## src/rtl/cpu_pkg.sv

```systemverilog
// Shared CPU definitions: datapath widths, decoder branch encodings and
// the fetch-stage state type.
package cpu_pkg;

  localparam int unsigned CPU_ADDR_W = 15;
  localparam int unsigned CPU_DATA_W = 16;

  localparam logic [1:0] BR_NONE = 2'b00;
  localparam logic [1:0] BR_REL  = 2'b01;
  localparam logic [1:0] BR_JUMP = 2'b10;

  typedef enum logic [1:0] {
    ST_IDLE  = 2'b00,
    ST_FETCH = 2'b01,
    ST_WAIT  = 2'b10,
    ST_EXEC  = 2'b11
  } fetch_state_t;

endpackage

```

## src/rtl/pc_next_logic.sv

```systemverilog
// Next-PC selection: sequential increment, signed relative branch or
// absolute jump, all wrapping modulo 2^ADDR_W.
module pc_next_logic
  import cpu_pkg::*;
#(
  parameter int unsigned ADDR_W = CPU_ADDR_W,
  parameter int unsigned DATA_W = CPU_DATA_W
) (
  input  logic [ADDR_W-1:0] pc,
  input  logic [1:0]        branch,
  input  logic [ADDR_W-1:0] pc_change,
  input  logic [DATA_W-1:0] jump_target,
  output logic [ADDR_W-1:0] next_pc
);

  // Two's-complement offset added at PC width gives the signed wrap for free.
  always_comb begin
    next_pc = pc + ADDR_W'(1);
    case (branch)
      BR_NONE: next_pc = pc + ADDR_W'(1);
      BR_REL:  next_pc = pc + pc_change;
      BR_JUMP: next_pc = jump_target[ADDR_W-1:0];
      default: next_pc = pc + ADDR_W'(1);
    endcase
  end

  if (DATA_W > ADDR_W) begin : g_jump_hi
    logic unused_jump_hi;
    assign unused_jump_hi = ^jump_target[DATA_W-1:ADDR_W];
  end

endmodule

```

## src/rtl/fetch_unit.sv

```systemverilog
// Program counter and instruction fetch stage: request/valid memory
// handshake, instruction register, next-PC update and fetch timeout/retry.
module fetch_unit
  import cpu_pkg::*;
#(
  parameter int unsigned       ADDR_W   = CPU_ADDR_W,
  parameter int unsigned       DATA_W   = CPU_DATA_W,
  parameter logic [ADDR_W-1:0] RESET_PC = '0,
  parameter int unsigned       MAX_WAIT = 8
) (
  input  logic              clk,
  input  logic              reset,
  input  logic              enable,
  output logic [ADDR_W-1:0] mem_addr,
  output logic              mem_rd,
  input  logic [DATA_W-1:0] mem_rdata,
  input  logic              mem_valid,
  output logic [DATA_W-1:0] instr,
  output logic              instr_valid,
  input  logic              exec_stall,
  input  logic [1:0]        branch,
  input  logic [ADDR_W-1:0] pc_change,
  input  logic [DATA_W-1:0] jump_target,
  output logic [ADDR_W-1:0] pc,
  output logic              fetch_err
);

  localparam int unsigned        CNT_W    = (MAX_WAIT > 2) ? $clog2(MAX_WAIT) : 1;
  localparam logic [CNT_W-1:0]   CNT_LAST = CNT_W'(MAX_WAIT - 1);

  fetch_state_t      state, state_nxt;
  logic [CNT_W-1:0]  wait_cnt;
  logic [ADDR_W-1:0] next_pc;
  logic              accept;
  logic              timeout;
  logic              retire;

  pc_next_logic #(
    .ADDR_W (ADDR_W),
    .DATA_W (DATA_W)
  ) u_pc_next (
    .pc          (pc),
    .branch      (branch),
    .pc_change   (pc_change),
    .jump_target (jump_target),
    .next_pc     (next_pc)
  );

  // A valid response on the final wait cycle takes priority over the timeout.
  assign accept  = (state == ST_WAIT) && mem_valid;
  assign timeout = (state == ST_WAIT) && !mem_valid && (wait_cnt == CNT_LAST);
  assign retire  = (state == ST_EXEC) && !exec_stall;

  always_ff @(posedge clk) begin
    if (reset) begin
      state <= ST_IDLE;
    end else begin
      state <= state_nxt;
    end
  end

  always_comb begin
    state_nxt = state;
    case (state)
      ST_IDLE: begin
        if (enable) begin
          state_nxt = ST_FETCH;
        end
      end
      ST_FETCH: begin
        state_nxt = ST_WAIT;
      end
      ST_WAIT: begin
        if (accept) begin
          state_nxt = ST_EXEC;
        end else if (timeout) begin
          state_nxt = ST_FETCH;
        end
      end
      ST_EXEC: begin
        if (retire) begin
          state_nxt = enable ? ST_FETCH : ST_IDLE;
        end
      end
      default: state_nxt = ST_IDLE;
    endcase
  end

  always_comb begin
    mem_rd    = (state == ST_FETCH);
    fetch_err = timeout;
  end

  assign mem_addr = pc;

  // PC only moves on retirement, so mem_addr stays stable across FETCH/WAIT
  // and a timeout retry naturally re-requests the same address.
  always_ff @(posedge clk) begin
    if (reset) begin
      pc          <= RESET_PC;
      instr       <= '0;
      instr_valid <= 1'b0;
      wait_cnt    <= '0;
    end else begin
      case (state)
        ST_FETCH: begin
          wait_cnt <= '0;
        end
        ST_WAIT: begin
          if (accept) begin
            instr       <= mem_rdata;
            instr_valid <= 1'b1;
          end else if (!timeout) begin
            wait_cnt <= wait_cnt + CNT_W'(1);
          end
        end
        ST_EXEC: begin
          if (retire) begin
            pc          <= next_pc;
            instr_valid <= 1'b0;
          end
        end
        default: begin
        end
      endcase
    end
  end

endmodule

```

## config.mk

```make
export PLATFORM = sky130hd
export DESIGN_NAME = fetch_unit
export DESIGN_NICKNAME = d
export VERILOG_FILES = /design/src/rtl/cpu_pkg.sv /design/src/rtl/pc_next_logic.sv /design/src/rtl/fetch_unit.sv
export SDC_FILE = /design/constraint.sdc
export NUM_CORES = 1
export LEC_CHECK = 0
export CELL_PAD_IN_SITES_DETAIL_PLACEMENT = 1
export CELL_PAD_IN_SITES_GLOBAL_PLACEMENT = 1
export CORE_MARGIN = 5
export CORE_UTILIZATION = 30
export CTS_BUF_LIST = sky130_fd_sc_hd__clkbuf_16
export DETAILED_ROUTE_END_ITERATION = 10
export GPL_TIMING_DRIVEN = 0
export PLACE_DENSITY = 0.81
export SYNTH_ARGS = -nofsm -noshare
export SYNTH_HDL_FRONTEND = slang
export SYNTH_HIERARCHICAL = 1
export SYNTH_SLANG_ARGS = --single-unit
```

## constraint.sdc

```tcl
create_clock -name clk -period 4 [get_ports clk]
set_input_delay 0.8 -clock clk [delete_from_list [all_inputs] [get_ports clk]]
set_output_delay 0.8 -clock clk [all_outputs]
set_load 0.01 [all_outputs]
```

==> results of run 1 <==
[sequential cells by signal (all words and copies together) (netlist names)]
register     flops
instr           16
mem_addr        15
wait_cnt         3
state            2
instr_valid      1
[worst reg2reg max path, delay by kind of cell, from the launching register on]
kind                     cells  cell delay, ps
AO/OA/AOI/OAI                6             860
adder cells (fa/ha/maj)      2             640
flip-flops                   1             390
AND/OR/NAND/NOR              2             230
XOR/XNOR                     1             150
buffers and inverters        1              70
[metal layers]
metal,GRT usage [%],vias to the layer above
met4,2.72,0
met3,5.19,4
met5,0,-
met1,19.2,1262
met2,29.2,67
li1,-,1354
[cell type report]
class | instances | area share (%)
multi-input cells | 263 | 41.6
inverters | 10 | 0.970
well taps | 105 | 3.39
repair buffers | 101 | 26.1
plain buffers | 29 | 4.46
clock buffers | 5 | 3.23
clock inverters | 3 | 1.07
flip-flops and latches | 37 | 19.1
[what timing repair did]
item	4_1_cts	5_1_grt
endpoints found under the hold margin	0	0
setup endpoints to repair	0	6
resized for setup	0	4
[worst paths after layout]
kind             endpoint  slack (ps)  cells after the start
max          mem_addr[11]         380                     15
min             instr[10]         460                      2
max reg2reg  mem_addr[10]        1530                     12
min reg2reg     instr[10]         460                      2
[stage by stage]
stage	utilization (%)	setup slack [ps]	total power [W]	area, um^2
6_report	46.9	381	0.00117	3870
3_5_place_dp	44.7	-229	0.000725	3690
5_1_grt	46.9	7.04	0.00123	3870
4_1_cts	46.8	44.5	0.00118	3860
3_3_place_gp	44.7	-176	0.000714	3690
2_1_floorplan	-	1010	0.000576	2550
[cell families after synthesis]
kind of cell / Yosys count / synth area share (%)
AND/OR/NAND/NOR: 133 / 23.8
AO/OA/AOI/OAI: 95 / 23.5
buffers and inverters: 39 / 8.19
flip-flops: 37 / 29.0
adder cells (fa/ha/maj): 21 / 10.6
XOR/XNOR: 12 / 4.12
multiplexers: 2 / 0.784
[synth_stat cells, types with 2 or more instances]
master	count	area, um^2
and2_1	12	75.1
mux2i_1	2	20.0
dfxtp_1	37	741
a21oi_1	51	255
xnor2_1	5	43.8
ha_1	20	250
nand2_1	81	304
o21bai_1	3	22.5
inv_1	9	33.8
a21oi_2	2	17.5
o21ai_0	5	25.0
or3_1	2	12.5
o21ai_2	2	17.5
nor2_1	15	56.3
a211oi_1	3	22.5
o41ai_1	2	17.5
buf_2	4	20.0
xor2_1	7	61.3
clkbuf_1	9	33.8
o21a_1	2	15.0
o21ai_1	5	25.0
nand2b_1	7	43.8
and2_2	2	15.0
a21o_1	7	52.6
nor2b_1	5	31.3
nor3_1	2	10.0
buf_4	15	113
[power by group through the flow]
| stage | sequential (W) | combinational, W | clock, W |
|---|---|---|---|
| after floorplan | 0.000426 | 0.000149 | 0 |
| after global placement | 0.000421 | 0.000294 | 0 |
| after detailed placement | 0.000423 | 0.000301 | 0 |
| after CTS | 0.000415 | 0.000306 | 0.000458 |
| after global routing | 0.000419 | 0.000335 | 0.000475 |
| final | 0.000415 | 0.000303 | 0.000450 |
==> summary.md, run 1 <==
| Metric | Value |
|---|---|
| Fin. Hold Viols | `0` |
| Reg clk slew, reported paths | `60 ps` |
| Pwr dens | `302 nW/um^2` |
| Met3 WL | `635 um` |
| Clock sink count | `37` |
| Drt initial violations | `51` |
| Part of the power in registers | `35.5%` |
| Status | `completed` |
| DP Wirelength | `6.75 mm` |
| Clock tree buffer depth | `2` |
| Worst-path cell chain | `clkdlybuf4s50_1 -> nor2b_2 -> clkbuf_2 -> nand2_1 -> inv_1 -> ha_1 -> a21oi_1 -> o21ai_1 -> a211oi_2 -> o21bai_1 -> o41ai_2 -> xor2_1 -> a21oi_1 -> nand2_1 -> a21oi_1` |
| Top layer in use | `met4` |
| Internal power | `0.000842 W` |
| CP max stage cell | `clkdlybuf4s50_1` |
| Core area | `8260 um^2` |
| Vias in the first global route | `2,896` |
| Share of cells above drive strength 1 | `10.3%` |
| Fmax | `0.276 GHz` |
| FF+latch count, synth | `37` |
| Final setup violation count | `0` |
| Slowest stage delay, CP | `580 ps` |
| Commonest non-fill, non-tap cell in the layout | `clkdlybuf4s50_1` |
| Period utilization | `90.5%` |
| Die ar. | `10,500 um^2` |
| Tmin final | `3620 ps` |
| Initial Util | `30.9%` |
| Post-CTS setup buffer count | `0` |
| Worst-Margin Slew | `550 ps` |
| Gpl congestion | `0.791` |
| Die Ht | `102 um` |
| WL/cell | `15.1 um` |
| Grt total ovfl | `0` |
| CP most frequent cell | `a21oi_1` |
| Clk network pwr share | `38.5%` |
| P_leak | `1.53 nW` |
| Met2 WL | `4.08 mm` |
| RSZ-0062 raised after global routing | `false` |
| Asr flop ratio synth | `0%` |
| Area Growth Syn to Fin | `51.6%` |
| Sw power | `0.000325 W` |
| Area of the multi-input gates | `1610 um^2` |
| Combinational fraction of design power | `25.9%` |
| Fin Setup TNS | `0 ps` |
| DRT Pass-1 Iters | `4` |
| CTS tree | `built` |
| Slew Viols, Final | `0` |
| Initial antenna violation count | `0` |
| Gate Count Post-Synth | `339` |
| Worst hold path class | `reg2reg` |
| Worst Setup End Kind | `register` |
| Cell Area, Synth | `2550 um^2` |
| Main synth FF type | `dfxtp_1` |
| Setup CP Type | `in2reg` |
| CP required | `4140 ps` |
| Post-Syn Area per Cell | `7.53 um^2` |
| CP startpoint | `branch[0]` |
| Tot GR Track Use | `16.3%` |
| Worst VDD drop | `0.219 mV` |
| Critical R2R Launch | `mem_addr[0]` |
| Synth warnings | `6` |
| Crit-path max FO | `10` |
| Hold-fix buffers, CTS | `0` |
| Final std cells w/o fill | `553` |
| Vias/cell | `4.86` |
| Post-DRT Antenna Nets | `0` |
| CTS Buf Count | `5` |
| Worst Path Arrival | `3760 ps` |
| Die Wd | `102 um` |
| Fillcell total | `1,015` |
| # port buffers | `101` |
| CTS Root Cell | `clkbuf_16` |
| IO Pins | `103` |
| Vias post-DR | `2,687` |
| Dpl cells | `545` |
| Seq. cell area | `741 um^2` |
| Met1 wire length | `3.57 mm` |
| ANT cells | `0` |
| Worst-skew pair later-pin latency | `280 ps` |
| CTS H-tree depth | `2` |
| Number of synthesized flops with an enable pin | `0` |
| Yosys cell types | `50` |
| Hold_ws | `458 ps` |
| Final WL | `8.33 mm` |
| Final routed DRC violation total | `0` |
| First-pass GRT wire length | `13.7 mm` |
| Largest net degree at the start of global routing | `13` |
| Switching share of power | `27.9%` |
| Commonest cells after routing, fill and taps aside | `clkdlybuf4s50_1, nand2_1, a21oi_1` |
| Critical Path Start Type | `primary input` |
| Buf/Inv on CP | `3` |
| CP top delay family | `compound AO/OA/AOI/OAI gates` |
| Skew final | `5.09 ps` |
| Row cnt | `33` |
| Register area share after synthesis | `29.0%` |
| Relative slew slack | `63.3%` |
| Hold path startpoint | `instr[10]` |
| Number of max-cap violations | `0` |
| Net count after synthesis | `414` |
| Final #Nets | `522` |
No activity file was read; power rests on OpenSTA's default activity.
==> run 2, diff against run 1 <==
ABC_CLOCK_PERIOD_IN_PS = 4000   (was not set)
CORE_ASPECT_RATIO = 1.5   (was not set)
==> run 2 against run 1 <==
Maximum frequency down 2.0%; combinational power about the same; clock power down 16%; critical path type unchanged; sequential share of layout area up 0.16 points; clock-buffer cell count unchanged; largest power group is now registers; worst hold slack worse by 2.8 ps.
==> summary.md, run 2 (synthesized netlist as in run 1, its figures left out) <==
| Metric | Value |
|---|---|
| Final setup violation count | `0 (unchanged)` |
| DP Wirelength | `7.10 mm (+5.1%)` |
| Fin util | `45.9% (-0.97 points)` |
| Pwr dens | `286 nW/um^2 (-5.1%)` |
| CTS tree | `built` |
| GR Util met1 | `16.8% (-2.4 points)` |
| Vias/cell | `4.93 (+1.4%)` |
| Setup CP Type | `in2reg` |
| CP max stage cell | `clkdlybuf4s50_1` |
| Tot GR Track Use | `17.0% (+0.78 points)` |
| Critical Path Start Type | `primary input` |
| Flop-to-flop setup slack | `1460 ps (-70 ps)` |
| Hold-fix buffers, CTS | `0 (unchanged)` |
| Met3 usage in global routing | `2.27% (-2.9 points)` |
| Skew final | `6.08 ps (+0.994 ps)` |
| Gpl congestion | `0.823 (+4.0%)` |
| DRT Pass-1 Iters | `4 (unchanged)` |
| CTS Buf Count | `5 (unchanged)` |
| Die Ht | `123 um (+20%)` |
| Hold_ws | `455 ps (-2.84 ps)` |
| Drt initial violations | `94 (+84%)` |
| Core area | `8360 um^2 (+1.3%)` |
| Worst setup margin | `308 ps (-73.1 ps)` |
| Dpl ws | `-205 ps (+24.0 ps)` |
| Final WL | `8.77 mm (+5.3%)` |
| Final #Nets | `522 (unchanged)` |
| Initial Util | `30.5% (-0.38 points)` |
| Largest Register | `instr` |
| Critical R2R Launch | `mem_addr[0]` |
| WL/cell | `15.8 um (+5.2%)` |
| First-pass GRT wire length | `14.3 mm (+4.5%)` |
| P_leak | `1.51 nW (-0.98%)` |
| Largest net degree at the start of global routing | `12 (-1)` |
| Clock tree buffer depth | `2 (unchanged)` |
| Final Power | `0.00110 W (-5.9%)` |
| ANT cells | `0 (unchanged)` |
| Post-DRT Antenna Nets | `0 (unchanged)` |
| Final routed DRC violation total | `0 (unchanged)` |
| Share of cells above drive strength 1 | `9.84% (-0.42 points)` |
| Area Growth Syn to Fin | `50.3%` |
| CP top delay family | `simple AND/OR/NAND/NOR gates` |
| Row cnt | `41 (+24%)` |
| Dpl cells | `547 (+0.37%)` |
| Worst R2R End | `mem_addr[12]` |
| Vias in the first global route | `3,043 (+5.1%)` |
| Initial antenna violation count | `0 (unchanged)` |
| Reg clk slew, reported paths | `60 ps (about the same)` |
| Worst-skew pair later-pin latency | `280 ps (about the same)` |
| Worst-path cell chain | `clkdlybuf4s50_1 -> nor2b_2 -> clkbuf_2 -> nand2_1 -> fa_1 -> nor2b_2 -> o21ai_2 -> o21ai_2 -> a31oi_2 -> nor3_1 -> a211oi_1 -> a22o_1 -> nand2_1 -> a21oi_1` |
| Relative slew slack | `59.9% (-3.4 points)` |
| # port buffers | `101 (unchanged)` |
| Fin. Hold Viols | `0 (unchanged)` |
| FF-to-FF path depth | `12 (unchanged)` |
| Grt total ovfl | `0 (unchanged)` |
| Worst Setup End Kind | `register` |
| Crit-path max FO | `10 (unchanged)` |
| Status | `completed` |
| Period utilization | `92.3% (+1.8 points)` |
| Worst Path Arrival | `3830 ps (+70 ps)` |
| Worst VDD drop | `0.161 mV (-26%)` |
| Tmin final | `3690 ps (+73.1 ps)` |
| RSZ-0062 raised after global routing | `false` |
| Final std cells w/o fill | `554 (+0.18%)` |
| Fmax | `0.271 GHz (-2.0%)` |
| Commonest non-fill, non-tap cell in the layout | `clkdlybuf4s50_1` |
| Number of max-cap violations | `0 (unchanged)` |
| Worst hold path class | `reg2reg` |
| Global route hottest layer | `met2` |
| Vias post-DR | `2,729 (+1.6%)` |
| Min-Delay Path Depth | `2 (unchanged)` |
| Hold Path End | `instr[13]` |
| CTS Root Cell | `clkbuf_16` |
| Hold path startpoint | `instr[13]` |
| Fillcell total | `1,056 (+4.0%)` |
| Met2 Track Usage GR | `35.0% (+5.8 points)` |
| Slew Viols, Final | `0 (unchanged)` |
| Worst-Margin Slew | `601 ps (+50.9 ps)` |
| Clock sink count | `37 (unchanged)` |
| IO Pins | `103 (unchanged)` |
| CP required | `4140 ps (about the same)` |
| Commonest cells after routing, fill and taps aside | `clkdlybuf4s50_1, nand2_1, a21oi_1` |
| CTS H-tree depth | `2 (unchanged)` |
| Max reg flops | `16 (unchanged)` |
| Die ar. | `10,500 um^2 (+0.37%)` |
| Buf/Inv on CP | `2 (-1)` |
| Die Wd | `85.3 um (-17%)` |
| Slowest stage delay, CP | `540 ps (-40 ps)` |
==> run 2: per-stage QoR <==
stage | instance area [um^2] | setup TNS [ps]
2_1_floorplan | 2550 | 0
3_3_place_gp | 3700 | -703
3_5_place_dp | 3700 | -776
4_1_cts | 3830 | 0
5_1_grt | 3840 | 0
6_report | 3840 | 0
==> run 2: tightest hold or removal path, stage by stage, from the launching register on <==
cell and delay (ps):
dfxtp_1 300, nand2_1 50, a21oi_1 50
==> run 2: per-layer routing <==
layer  vias up  share of wire, %
met5         -                 0
met4         0               1.6
met3         6               4.3
met2        58                59
met1      1314                35
li1       1351                 -
==> run 2: how the worst max path moves through the flow <==
stage	start	end	slack (ps)	cells after the start
after floorplan	branch[0]	mem_addr[12]	1010	13
after global placement	branch[0]	mem_addr[12]	-210	14
after detailed placement	branch[0]	mem_addr[12]	-210	14
after CTS	branch[0]	mem_addr[12]	90	14
after global routing	branch[0]	mem_addr[14]	9	14
final	branch[0]	mem_addr[12]	310	14
==> run 2: repair_timing <==
action / CTS / global route
setup buffers: 0 / 0
resized for setup: 0 / 3
setup endpoints to repair: 0 / 7
hold endpoints to repair: 0 / 0
==> run 2: cell type report <==
type / count / area (um^2) / area share, %
Timing Repair Buffer: 101 / 1010 / 26.3
Clock inverter: 2 / 11.3 / 0.293
Buffer: 29 / 173 / 4.50
Multi-Input combinational cell: 263 / 1610 / 41.8
Inverter: 10 / 37.5 / 0.978
Tap cell: 107 / 134 / 3.49
Sequential cell: 37 / 741 / 19.3
Clock buffer: 5 / 125 / 3.26
==> run 2: power by group <==
group	leakage, nW	internal, W	switching, W
Sequential	0.299	0.000394	0.0000215
Combinational	1.15	0.000156	0.000149
Clock	0.0633	0.000225	0.000154
Total	1.51	0.000775	0.000324
==> run 3, diff against run 2 <==
ABC_AREA = 1   (was not set)
PLACE_DENSITY = 0.82   (was 0.81)
==> run 3 against run 2 <==
Design area grew 6.8%; critical path depth grew 1; global-route usage grew 0.69 points; setup slack gained 440 ps; via count grew 16%; area after synthesis grew 9.0%; routed wire length grew 10%; worst hold slack gained 19 ps; synthesized cell count grew 34%; clock-buffer cell count is the same; combinational power grew 5%; largest power group is now clock.
==> summary.md, run 3 <==
| Metric | Value |
|---|---|
| Status | `completed` |
| Share of cells above drive strength 1 | `8.72% (-1.1 points)` |
| Final std cells w/o fill | `674 (+22%)` |
| Crit-path max FO | `10 (unchanged)` |
| Synth warnings | `6 (unchanged)` |
| Number of max-cap violations | `0 (unchanged)` |
| Asr flop ratio synth | `0% (unchanged)` |
| Worst R2R End | `mem_addr[12]` |
| Drt initial violations | `66 (-30%)` |
| Register area share after synthesis | `26.6% (-2.4 points)` |
| FF+latch count, synth | `37 (unchanged)` |
| P_leak | `2.04 nW (+35%)` |
| Post-CTS sizing | `0 (unchanged)` |
| Worst-skew pair later-pin latency | `290 ps (about the same)` |
| Vias/cell | `4.70 (-4.5%)` |
| Clock sink count | `37 (unchanged)` |
| Period utilization | `81.3% (-11 points)` |
| DRT Pass-1 Iters | `4 (unchanged)` |
| Commonest non-fill, non-tap cell in the layout | `nand2_1` |
| Initial antenna violation count | `0 (unchanged)` |
| CP required | `4180 ps (+40 ps)` |
| CP startpoint | `branch[1]` |
| Area contributors post-synth | `dfxtp_1, nand2_1, nor2_1, ha_1, inv_1` |
| Top-count cell post-synth | `nand2_1` |
| Critical Path Start Type | `primary input` |
| Final setup violation count | `0 (unchanged)` |
| DP Wirelength | `7.88 mm (+11%)` |
| First-pass GRT wire length | `15.8 mm (+11%)` |
| Worst-Margin Slew | `604 ps (+2.71 ps)` |
| Largest net degree at the start of global routing | `13 (+1)` |
| Fmax | `0.307 GHz (+13%)` |
| CTS Buf Count | `5 (unchanged)` |
| Commonest cells after routing, fill and taps aside | `nand2_1, clkdlybuf4s50_1, nor2_1` |
| Worst Path Arrival | `3430 ps (-400 ps)` |
| Fin Setup TNS | `0 ps (unchanged)` |
| Setup CP Type | `in2reg` |
| Vias in the first global route | `3,477 (+14%)` |
| Synth area leader | `dfxtp_1` |
| Row cnt | `43 (+4.9%)` |
| Cell Area, Synth | `2780 um^2 (+9.0%)` |
| Number of synthesized flops with an enable pin | `0 (unchanged)` |
| FF-to-FF path depth | `13 (+1)` |
| Post-CTS setup buffer count | `0 (unchanged)` |
| CTS tree | `built` |
| Grt total ovfl | `0 (unchanged)` |
| Final Power | `0.00120 W (+8.9%)` |
| Reg clk slew, reported paths | `60 ps (about the same)` |
| Min-Delay Path Depth | `2 (unchanged)` |
| Pwr dens | `292 nW/um^2 (+2.0%)` |
| Final WL | `9.67 mm (+10%)` |
| Main synth FF type | `dfxtp_1` |
| RSZ-0062 raised after global routing | `false` |
| Yosys cell types | `31 (-38%)` |
| Worst Setup End Kind | `register` |
| Gpl congestion | `0.849 (+3.2%)` |
| Die Wd | `88.6 um (+3.9%)` |
| Post-synth top area share | `26.6% (-2.4 points)` |
| Fillcell total | `1,215 (+15%)` |
| IO Pins | `103 (unchanged)` |
| Post-DRT Antenna Nets | `0 (unchanged)` |
| Die Ht | `128 um (+4.0%)` |
| ANT cells | `0 (unchanged)` |
| Post-Syn Area per Cell | `6.14 um^2 (-18%)` |
| Max reg flops | `16 (unchanged)` |
| CTS Root Cell | `clkbuf_16` |
| Flop-to-flop setup slack | `1980 ps (+520 ps)` |
| Area Growth Syn to Fin | `47.4%` |
| Net count after synthesis | `528 (+28%)` |
| Initial Util | `30.4% (-0.11 points)` |
| Worst hold path class | `reg2reg` |
| # port buffers | `101 (unchanged)` |
| Fin. Hold Viols | `0 (unchanged)` |
| Vias post-DR | `3,171 (+16%)` |
| Gate Count Post-Synth | `453 (+34%)` |
| Tmin final | `3250 ps (-438 ps)` |
| Core area | `9150 um^2 (+9.4%)` |
| Final routed DRC violation total | `0 (unchanged)` |
| CTS H-tree depth | `2 (unchanged)` |
| Largest Register | `instr` |
| Clock tree buffer depth | `2 (unchanged)` |
| Dpl cells | `666 (+22%)` |
| Critical R2R Launch | `mem_addr[0]` |
| Slew Viols, Final | `0 (unchanged)` |
| WL/cell | `14.3 um (-9.4%)` |
| Die ar. | `11,300 um^2 (+8.1%)` |
| Hold Path End | `instr_valid` |
| Worst VDD drop | `0.258 mV (+60%)` |
| Final #Nets | `636 (+22%)` |
| Most frequent cells after synthesis | `nand2_1, nor2_1, inv_1, dfxtp_1, o21ai_0` |
| Skew final | `8.04 ps (+1.96 ps)` |
| Hold path startpoint | `instr_valid` |
| Tot GR Track Use | `17.7% (+0.69 points)` |
| Hold-fix buffers, CTS | `0 (unchanged)` |
| Relative slew slack | `59.8% (-0.18 points)` |
run 3: layer usage:
metal,part of all wire (%),routed length (um),vias to the layer above,track usage (%)
met5,0,0,-,0
met4,1.7,164,0,4.89
li1,-,-,1602,-
met1,38,3710,1475,18.3
met2,55,5320,80,34.7
met3,5.0,480,14,3.41
run 3: worst max path at each step:
stage | to | cells past startpoint | slack (ps)
6_report | mem_addr[8] | 15 | 750
5_1_grt | mem_addr[8] | 15 | 530
4_1_cts | mem_addr[13] | 17 | 790
3_5_place_dp | mem_addr[13] | 16 | 500
3_3_place_gp | mem_addr[13] | 16 | 560
2_1_floorplan | mem_addr[6] | 15 | 1490
run 3: area by class of cell:
cell class / instances / area, um^2 / share of cell area [%]
Sequential cell: 37 / 741 / 18.1
Clock buffer: 5 / 125 / 3.05
Multi-Input combinational cell: 324 / 1600 / 39.1
Tap cell: 112 / 140 / 3.42
Clock inverter: 3 / 41.3 / 1.01
Inverter: 67 / 254 / 6.20
Buffer: 25 / 183 / 4.46
Timing Repair Buffer: 101 / 1010 / 24.7
run 3: worst max-delay path: stages:
cell             delay, ps
clkdlybuf4s50_1        480
nor2_1                  80
inv_1                  130
clkbuf_1               490
nor2_1                 120
ha_1                   400
nand2_1                130
nor2_1                 160
inv_1                   60
nor2_1                 150
o21ai_1                 80
nand2_1                 70
o21ai_1                 60
nor2_1                 150
nor2_1                  60
run 3: where the power goes:
| group | switching (W) | internal [W] | total (W) |
|---|---|---|---|
| registers | 0.0000231 | 0.000395 | 0.000418 |
| clock network | 0.000168 | 0.000292 | 0.000460 |
| logic | 0.000154 | 0.000164 | 0.000319 |
run 3: metrics by stage:
| stage | hold slack, ps | util [%] | cell area [um^2] | setup WS (ps) |
|---|---|---|---|---|
| finish | 474 | 44.8 | 4100 | 746 |
| detailed placement | 464 | 43.0 | 3930 | 503 |
| global route | 503 | 44.8 | 4100 | 531 |
| floorplan | 442 | - | 2780 | 1490 |
| global placement | 451 | 43.0 | 3930 | 564 |
| CTS | 480 | 44.8 | 4100 | 786 |
run 3: cell families (layout without fill, tap and decap cells):
kind of cell | count (synthesis) | after routing | share of synthesized area, %
buffers and inverters | 92 | 201 | 15.7
XOR/XNOR | 3 | 3 | 0.945
AND/OR/NAND/NOR | 246 | 246 | 37.0
AO/OA/AOI/OAI | 54 | 54 | 9.99
adder cells (fa/ha/maj) | 21 | 21 | 9.72
flip-flops | 37 | 37 | 26.6
